--- config.mk ---
export PLATFORM = sky130hd
export DESIGN_NAME = sample_window_stats_flat
export DESIGN_NICKNAME = d
export VERILOG_FILES = /design/src/rtl/sample_window_stats_if.sv /design/src/rtl/sample_window_stats.sv /design/src/flat_wrapper.sv
export SDC_FILE = /design/constraint.sdc
export NUM_CORES = 1
export LEC_CHECK = 0
export ABC_AREA = 1
export BUFFER_PORTS_ARGS = -buffer_cell sky130_fd_sc_hd__buf_2
export CAP_MARGIN = 20
export CORE_UTILIZATION = 50
export DETAILED_ROUTE_END_ITERATION = 16
export PLACE_DENSITY = 0.81
export SLEW_MARGIN = 20
export SYNTH_ARGS = -nofsm -noshare
export SYNTH_HDL_FRONTEND = slang
export SYNTH_SLANG_ARGS = --single-unit
--- constraint.sdc ---
create_clock -name clk -period 6.2 [get_ports clk]
set_clock_uncertainty 0.1 [all_clocks]
set_input_delay 0.93 -clock clk [delete_from_list [all_inputs] [get_ports clk]]
set_output_delay 0.93 -clock clk [all_outputs]
set_load 0.01 [all_outputs]
--- src/rtl/sample_window_stats_if.sv ---
// sample_window_stats_if
//   Groups the sample stream and the per-window result bus of the
//   window statistics stage.
//
//   Signals:
//     dataInput   [15:0] signed sample from the offset-removal stage
//     dataValid          qualifies dataInput for the current cycle
//     enable             high to accumulate windows, low to abort and idle
//     peakMax     [15:0] signed maximum of the last completed window
//     peakMin     [15:0] signed minimum of the last completed window
//     peakToPeak  [16:0] unsigned peakMax - peakMin
//     meanOut     [15:0] signed floor mean of the last completed window
//     resultValid        one-cycle pulse when the results update
//
//   Modports:
//     master  the producer of samples and consumer of results
//     slave   the statistics stage itself
interface sample_window_stats_if;

  logic [15:0] dataInput;
  logic        dataValid;
  logic        enable;
  logic [15:0] peakMax;
  logic [15:0] peakMin;
  logic [16:0] peakToPeak;
  logic [15:0] meanOut;
  logic        resultValid;

  modport master (
    output dataInput,
    output dataValid,
    output enable,
    input  peakMax,
    input  peakMin,
    input  peakToPeak,
    input  meanOut,
    input  resultValid
  );

  modport slave (
    input  dataInput,
    input  dataValid,
    input  enable,
    output peakMax,
    output peakMin,
    output peakToPeak,
    output meanOut,
    output resultValid
  );

endinterface

--- src/rtl/sample_window_stats.sv ---
// sample_window_stats
//   Splits the incoming sample stream into consecutive non-overlapping
//   windows of 2^WINDOW_LOG2 valid samples and publishes, for every
//   completed window, its maximum, minimum, peak-to-peak amplitude and
//   floor-rounded mean, together with a one-cycle resultValid pulse.
//   Dropping enable aborts the window in progress without touching the
//   published results.
//
//   Parameters:
//     WINDOW_LOG2  log2 of the window length (1..12)
//
//   Ports:
//     clk  system clock, rising edge
//     rst  asynchronous active-high reset
//     bus  slave side of sample_window_stats_if (samples in, results out)
module sample_window_stats #(
  parameter int WINDOW_LOG2 = 8
) (
  input logic                  clk,
  input logic                  rst,
  sample_window_stats_if.slave bus
);

  localparam int SUM_W = 16 + WINDOW_LOG2;
  localparam logic [WINDOW_LOG2-1:0] LAST_COUNT = '1;

  typedef enum logic {
    IDLE,
    ACCUM
  } state_t;

  state_t state;
  state_t next_state;

  logic [WINDOW_LOG2-1:0] count;
  logic signed [15:0]     run_max;
  logic signed [15:0]     run_min;
  logic signed [SUM_W-1:0] run_sum;

  logic signed [15:0] peak_max;
  logic signed [15:0] peak_min;
  logic [16:0]        peak_to_peak;
  logic signed [15:0] mean;
  logic               result_valid;

  logic                    consume;
  logic                    complete;
  logic signed [15:0]      sample;
  logic signed [SUM_W-1:0] sample_ext;
  logic                    first_sample;
  logic signed [15:0]      fold_max;
  logic signed [15:0]      fold_min;
  logic signed [SUM_W-1:0] fold_sum;
  logic [16:0]             fold_p2p;
  logic signed [15:0]      fold_mean;

  // State register for the IDLE/ACCUM controller.
  always_ff @(posedge clk or posedge rst) begin
    if (rst) begin
      state <= IDLE;
    end else begin
      state <= next_state;
    end
  end

  // Next-state logic. A sample is taken only while already accumulating,
  // and a low enable always wins over dataValid, even on the sample that
  // would have closed the window.
  always_comb begin
    next_state = state;
    consume    = 1'b0;
    complete   = 1'b0;
    case (state)
      IDLE: begin
        if (bus.enable) begin
          next_state = ACCUM;
        end
      end
      ACCUM: begin
        if (!bus.enable) begin
          next_state = IDLE;
        end else if (bus.dataValid) begin
          consume  = 1'b1;
          complete = (count == LAST_COUNT);
        end
      end
      default: begin
        next_state = IDLE;
      end
    endcase
  end

  // Fold the current sample into the running statistics. The first sample
  // of a window seeds max/min/sum rather than being compared against the
  // stale values of the previous window. The peak-to-peak difference is
  // formed on sign-extended 17-bit operands, so full-scale inputs give up
  // to 65535 without wrapping. Taking bits [WINDOW_LOG2 +: 16] of the sum
  // is exactly the low 16 bits of an arithmetic right shift, which gives
  // floor rounding toward minus infinity.
  always_comb begin
    sample       = signed'(bus.dataInput);
    sample_ext   = {{WINDOW_LOG2{bus.dataInput[15]}}, bus.dataInput};
    first_sample = (count == '0);
    fold_max     = run_max;
    fold_min     = run_min;
    fold_sum     = run_sum;
    if (first_sample) begin
      fold_max = sample;
      fold_min = sample;
      fold_sum = sample_ext;
    end else begin
      if (sample > run_max) begin
        fold_max = sample;
      end
      if (sample < run_min) begin
        fold_min = sample;
      end
      fold_sum = run_sum + sample_ext;
    end
    fold_p2p  = {fold_max[15], fold_max} - {fold_min[15], fold_min};
    fold_mean = fold_sum[WINDOW_LOG2 +: 16];
  end

  // Sample counter. Holding it at zero throughout IDLE guarantees that
  // every entry into ACCUM starts a fresh window; in ACCUM it wraps to
  // zero by itself after the last sample of a window.
  always_ff @(posedge clk or posedge rst) begin
    if (rst) begin
      count <= '0;
    end else if (state == IDLE) begin
      count <= '0;
    end else if (consume) begin
      count <= count + 1'b1;
    end
  end

  // Running max/min/sum of the window in progress.
  always_ff @(posedge clk or posedge rst) begin
    if (rst) begin
      run_max <= '0;
      run_min <= '0;
      run_sum <= '0;
    end else if (consume) begin
      run_max <= fold_max;
      run_min <= fold_min;
      run_sum <= fold_sum;
    end
  end

  // Published results. They change only when a window completes and are
  // deliberately left alone by aborts and by idling.
  always_ff @(posedge clk or posedge rst) begin
    if (rst) begin
      peak_max     <= '0;
      peak_min     <= '0;
      peak_to_peak <= '0;
      mean         <= '0;
      result_valid <= 1'b0;
    end else begin
      result_valid <= complete;
      if (complete) begin
        peak_max     <= fold_max;
        peak_min     <= fold_min;
        peak_to_peak <= fold_p2p;
        mean         <= fold_mean;
      end
    end
  end

  assign bus.peakMax     = peak_max;
  assign bus.peakMin     = peak_min;
  assign bus.peakToPeak  = peak_to_peak;
  assign bus.meanOut     = mean;
  assign bus.resultValid = result_valid;

endmodule

--- src/flat_wrapper.sv ---
// flat-port wrapper written by rule: the top's interface ports become plain ports
module sample_window_stats_flat 
#(
  parameter int WINDOW_LOG2 = 8
)
  (clk, rst, bus_dataInput, bus_dataValid, bus_enable, bus_peakMax, bus_peakMin, bus_peakToPeak, bus_meanOut, bus_resultValid);
  sample_window_stats_if bus_i ();
  input logic clk;
  input logic rst;
  input wire logic [$bits(bus_i.dataInput)-1:0] bus_dataInput;
  input wire logic [$bits(bus_i.dataValid)-1:0] bus_dataValid;
  input wire logic [$bits(bus_i.enable)-1:0] bus_enable;
  output wire logic [$bits(bus_i.peakMax)-1:0] bus_peakMax;
  output wire logic [$bits(bus_i.peakMin)-1:0] bus_peakMin;
  output wire logic [$bits(bus_i.peakToPeak)-1:0] bus_peakToPeak;
  output wire logic [$bits(bus_i.meanOut)-1:0] bus_meanOut;
  output wire logic [$bits(bus_i.resultValid)-1:0] bus_resultValid;
  assign bus_i.dataInput = bus_dataInput;
  assign bus_i.dataValid = bus_dataValid;
  assign bus_i.enable = bus_enable;
  assign bus_peakMax = bus_i.peakMax;
  assign bus_peakMin = bus_i.peakMin;
  assign bus_peakToPeak = bus_i.peakToPeak;
  assign bus_meanOut = bus_i.meanOut;
  assign bus_resultValid = bus_i.resultValid;
  sample_window_stats #(.WINDOW_LOG2(WINDOW_LOG2)) u_core (.clk(clk), .rst(rst), .bus(bus_i));
endmodule
==> flow_summary.yaml, run 1 <==
run:
  drv_cap: 0
pwr:
  seq_power_share_pct: 32.4
  power_frac_comb_pct: 34.3
  p_per_area_mw_per_mm2: 301
  p_int_mw: 1.90
  cellLeakagePower_nw: 5.77
  peakVddDrop_uv: 206
  p_sw_mw: 1.13
  switching_share_pct: 37.3
  pwr-share-clk_pct: 33.3
routing:
  viasPerCell: 5.45
  drt_iter0_markers: 886
  ant_nets: 0
  firstDrtPassIters: 5
  wirelength_mm: 23.7
  vias: 8581
  routedWlPerCell_um: 15.0
  drc: 0
placement:
  dp_hpwl_mm: 17.3
  io_buffers: 85
  dp_cells: 1542
  place_congestion: 0.960
  place_ws_ns: 0.884
sta:
  hold_viol_final: 0
  rsz0062_at_grt: "false"
  setup_tns_ns: 0
  slew_viol_final: 0
  period_share_pct: 81.2
  setup_viol: 0
  worst_pin_slew_ns: 0.923
  worst_slack_ns: 1.17
  fmax_ghz: 0.199
  relSlewSlack_pct: 38.5
  post-route-min-period_ns: 5.03
cts:
  cts_hold_buf: 0
  postCtsSetupRepairBufs: 0
  h-tree-depth: 4
  clock_latency_ns: 0.43
  clockBufferDepth: 2
  cts_buffers: 17
  cts_root_buffer: "clkbuf_16"
  clock_sinks: 131
  cts.repair.resized: 0
  cts_tree: "yes"
  clk_pin_slew_worst_paths_ns: 0.06
grt:
  grt_pass1_vias: 8009
  grt_pass1_wl_mm: 39.0
  grt_start_max_net_pins: 71
  grt_usage_pct: 27.0
  antenna_found_initial: 1
  overflow: 0
final_layout:
  multiInputGateArea_sq_mm: 0.00492
  regArea_sq_mm: 0.00328
  layout_commonest_cell: "nand2_1"
  area_growth_pct: 13.3
  fill_cells: 1591
  drive_gt1_share_pct: 10.4
  fin_cells: 1574
  final_cell_mix: "nand2_1 (462), inv_1 (137), nand3_1 (133), dfrtp_1 (131), buf_2 (86)"
  fin_util_pct: 58.0
  nNetsFinal: 1430
  n_antenna_cell: 0
synth:
  postSynthCellCount: 1259
  synth_edf_count: 0
  ys_warn_count: 0
  yosys_register_bits: 131
  syn_area_per_cell_sq_um: 7.06
  ys.flop_type: "dfrtp_1"
  ys_types: 36
  yosysSeqAreaShare_pct: 36.9
  synth_area_sq_mm: 0.00889
  syn_nets: 1353
  ys_async_sr_fraction_pct: 100
floorplan:
  die-area_sq_mm: 0.0183
  io_pins: 86
  rows: 48
  core-area_sq_mm: 0.0174
  die_h_um: 135
  die_w_um: 135
  start_util_pct: 51.2
run_status:
  outcome: "finished, final reports clean"
setup_path:
  crit_path_start_kind: "input port"
  path_class: "input port to flop"
  end_kind: "flop"
  worst-path-max-fanout: 17
  critPathRequiredTime_ns: 6.42
  crit_arrival_ns: 5.25
worst_hold_path:
  hp-class: "flop to flop"
[registers in the layout, summed over array words and instances, names as in the netlist]
name and count:
u_core.bus.peakMax 16, u_core.bus.resultValid 1, u_core.run_max 16, u_core.state 1
u_core.bus.peakMin 16, u_core.run_sum 24, u_core.bus.meanOut 16, u_core.run_min 16
u_core.count 8, u_core.bus.peakToPeak 17
[final timing paths]
path	from	endpoint	slack, ns	cells past startpoint
worst min-delay path	u_core.bus.peakMin[10]$_DFFE_PP0P_	u_core.bus.peakMin[10]$_DFFE_PP0P_	0.37	2
max in group asynchronous	rst	u_core.bus.meanOut[12]$_DFFE_PP0P_	4.09	3
worst max register to register	u_core.run_min[5]$_DFFE_PP0P_	u_core.bus.peakToPeak[12]$_DFFE_PP0P_	1.55	24
min in group asynchronous	rst	u_core.state$_DFF_PP0_	0.57	2
worst max-delay path	bus_dataInput[15]	u_core.bus.peakToPeak[12]$_DFFE_PP0P_	1.17	22
worst min register to register	u_core.bus.peakMin[10]$_DFFE_PP0P_	u_core.bus.peakMin[10]$_DFFE_PP0P_	0.37	2
[final cells by class]
type	instances	share of cell area (%)
clock inverters	11	1.27
well taps	225	2.79
flip-flops and latches	131	32.5
inverters	143	5.37
clock buffers	21	4.57
multi-input cells	952	48.8
repair buffers	91	4.65
[through the flow]
| stage | total power, mW | cell area, sq um | hold slack [ns] |
|---|---|---|---|
| after floorplan | 1.77 | 8890 | 0.349 |
| after global placement | 1.97 | 9480 | 0.353 |
| after detailed placement | 2.01 | 9480 | 0.359 |
| after CTS | 3.02 | 10100 | 0.375 |
| after global routing | 3.23 | 10100 | 0.391 |
| final | 3.03 | 10100 | 0.371 |
[cells in the mapped netlist, drive strengths merged (12+ instances only)]
cell | number | area share (%)
o21ai | 59 | 3.3
nand3 | 135 | 7.7
nor3 | 12 | 0.98
and2 | 16 | 1.1
inv | 143 | 6.0
dfrtp | 131 | 37
a21oi | 75 | 4.2
nand2 | 465 | 20
nor2 | 47 | 2.0
nand4 | 29 | 2.0
clkbuf | 23 | 0.97
ha | 72 | 10
[worst max-delay path: stages]
cell      delay (ns)
buf_2           0.29
ha_1            0.34
a21oi_1         0.17
o21ai_0         0.10
a21oi_1         0.21
nand2_1         0.11
nand2_2         0.24
nand3_1         0.50
nand2_1         0.29
and2_1          0.17
ha_1            0.14
inv_1           0.06
fa_1            0.41
nand3_1         0.10
nand3_1         0.10
a21oi_1         0.34
o21ai_0         0.24
nand3_1         0.14
nand2_1         0.08
nor2_1          0.09
nand3b_1        0.11
nand2_1         0.06
[cells by family (layout without fill, tap and decap cells)]
| family | Yosys count | after routing | share of synthesized area [%] |
|---|---|---|---|
| xor+xnor | 15 | 15 | 1.48 |
| fa+ha+maj | 74 | 74 | 10.6 |
| buf+inv | 176 | 266 | 7.93 |
| simple gates | 717 | 717 | 34.6 |
| flops | 131 | 131 | 36.9 |
| compound gates | 146 | 146 | 8.54 |
[layer usage]
layer	share of wire [%]	GRT usage (%)	wire (um)
met1	45	36.5	10700
met2	46	43.7	10900
met3	6.6	4.12	1550
met4	2.2	9.80	522
met5	0	0	0
[power by group through the flow]
stage	Sequential, mW	Clock [mW]	Combinational [mW]
3_3_place_gp	0.992	0	0.983
5_1_grt	0.990	1.06	1.18
4_1_cts	0.980	1.01	1.02
3_5_place_dp	0.993	0	1.01
6_report	0.983	1.01	1.04
2_1_floorplan	0.981	0	0.792
(Power assumes the default switching activity.)
==> inputs of run 2 (changes only) <==
clock period = 5.19 ns   (was 6.2 ns; I/O delays follow)
==> run 2 against run 1 <==
Die area is the same. Register-to-register slack lost 0.37 ns. Clock power grew 19%. Sequential power grew 19%. Core utilization grew 0.35 points. Power grew 20%. Global-route usage grew 0.59 points. Critical path depth grew 2. Critical path type unchanged. Critical endpoint unchanged. Largest cell class unchanged. Largest power group unchanged.
==> flow_summary.yaml, run 2 (synthesized netlist as in run 1, its figures left out) <==
run_status:
  outcome: "finished, final reports clean"
sta:
  period_share_pct: 81.2
  worst_slack_ns: 0.974
  setup_viol: 0
  fmax_ghz: 0.237
  holdWs_ns: 0.372
  slew_viol_final: 0
  post-route-min-period_ns: 4.22
  relSlewSlack_pct: 36.3
  setup_tns_ns: 0
  worst_pin_slew_ns: 0.955
  rsz0062_at_grt: "false"
  hold_viol_final: 0
grt:
  grt_start_max_net_pins: 71
  antenna_found_initial: 0
  grt_pass1_wl_mm: 39.4
  met1_usage_pct: 37.7
  overflow: 0
  grt_pass1_vias: 7949
  grt_usage_pct: 27.6
  grt_util_met2_pct: 43.9
  top_usage_layer: "met2"
  met3_usage_pct: 4.64
routing:
  drc: 0
  viasPerCell: 5.42
  firstDrtPassIters: 6
  ant_nets: 0
  routedWlPerCell_um: 15.2
  drt_iter0_markers: 683
  wirelength_mm: 24.0
  vias: 8580
final_layout:
  nNetsFinal: 1438
  fin_cells: 1582
  final_cell_mix: "nand2_1 (462), inv_1 (137), nand3_1 (133), dfrtp_1 (131), buf_2 (85)"
  fill_cells: 1653
  regMostFlops: "u_core.run_sum"
  multiInputGateArea_sq_mm: 0.00492
  area_growth_pct: 14.0
  drive_gt1_share_pct: 11.1
  n_antenna_cell: 0
  layout_commonest_cell: "nand2_1"
  regArea_sq_mm: 0.00328
  largest_reg_flops: 24
cts:
  postCtsSetupRepairBufs: 0
  clock_latency_ns: 0.43
  cts_tree: "yes"
  h-tree-depth: 4
  clockBufferDepth: 2
  cts_root_buffer: "clkbuf_16"
  cts_hold_buf: 0
  cts_buffers: 17
  cts.repair.resized: 0
  clock_sinks: 131
  clk_pin_slew_worst_paths_ns: 0.06
setup_path:
  crit_path_start_kind: "input port"
  end_kind: "flop"
  critPathRequiredTime_ns: 5.40
  crit_arrival_ns: 4.43
  path_class: "input port to flop"
  worst-path-max-fanout: 13
placement:
  place_congestion: 0.920
  place_ws_ns: 0.625
  dp_hpwl_mm: 17.8
  dp_cells: 1550
  io_buffers: 85
worst_hold_path:
  hp-class: "flop to flop"
floorplan:
  die_w_um: 135
  die-area_sq_mm: 0.0183
  core-area_sq_mm: 0.0174
  start_util_pct: 51.2
  die_h_um: 135
  io_pins: 86
  rows: 48
pwr:
  cellLeakagePower_nw: 5.80
  fin_total_pwr_mw: 3.65
  peakVddDrop_uv: 259
  p_per_area_mw_per_mm2: 360
run:
  drv_cap: 0
-- run 2: cell types whose count changed in the layout (fill, tap and decap cells not counted) --
cell	delta
buf_4	+9
clkinvlp_4	+3
clkbuf_1	-2
clkinv_2	+2
clkinv_4	-2
buf_2	-1
inv_6	-1
-- run 2: final timing paths --
check / from / slack (ns) / endpoint / depth (start not counted)
worst max register to register: u_core.count[0]$_DFFE_PP0P_ / 1.18 / u_core.bus.peakToPeak[12]$_DFFE_PP0P_ / 20
min in group asynchronous: rst / 0.45 / u_core.bus.peakMax[6]$_DFFE_PP0P_ / 2
max in group asynchronous: rst / 3.57 / u_core.run_sum[10]$_DFFE_PP0P_ / 3
worst min-delay path: u_core.bus.meanOut[14]$_DFFE_PP0P_ / 0.37 / u_core.bus.meanOut[14]$_DFFE_PP0P_ / 2
worst min register to register: u_core.bus.meanOut[14]$_DFFE_PP0P_ / 0.37 / u_core.bus.meanOut[14]$_DFFE_PP0P_ / 2
worst max-delay path: bus_dataInput[15] / 0.97 / u_core.bus.peakToPeak[12]$_DFFE_PP0P_ / 24
-- run 2: critical path: stages --
cell      delay (ns)
buf_2           0.30
ha_1            0.34
nand2_1         0.10
inv_1           0.04
nand3_1         0.08
inv_1           0.05
a21oi_1         0.22
nand2_1         0.10
nand2_2         0.08
nand3_1         0.20
nand2_1         0.18
and2_1          0.15
ha_1            0.14
inv_1           0.06
fa_1            0.40
nand3_1         0.10
nand3_1         0.10
a21oi_1         0.30
o21ai_0         0.23
nand3_1         0.14
nand2_1         0.08
nor2_1          0.08
nand3b_1        0.11
nand2_1         0.07
-- run 2: through the flow --
stage                     util [%]  cell area [sq um]
after floorplan                  -               8890
after global placement        55.0               9550
after detailed placement      55.0               9550
after CTS                     58.4              10100
after global routing          58.4              10100
final                         58.4              10100
-- run 2: area by class of cell --
type                       count  area share [%]
sequential                   131            32.3
multi-input combinational    952            48.5
tap                          225            2.78
clock buffer                  19            4.47
clock inverter                13            1.32
inverter                     143            5.33
timing repair buffer          99            5.23
-- run 2: per-layer routing --
metal	vias to the layer above	wire length (um)
li1	4273	-
met5	-	0
met3	42	1720
met2	331	11100
met4	0	512
met1	3934	10700
-- run 2: report_power, final --
group | internal [mW] | switching [mW]
sequential | 1.12 | 0.0587
clock | 0.729 | 0.476
combinational | 0.438 | 0.828
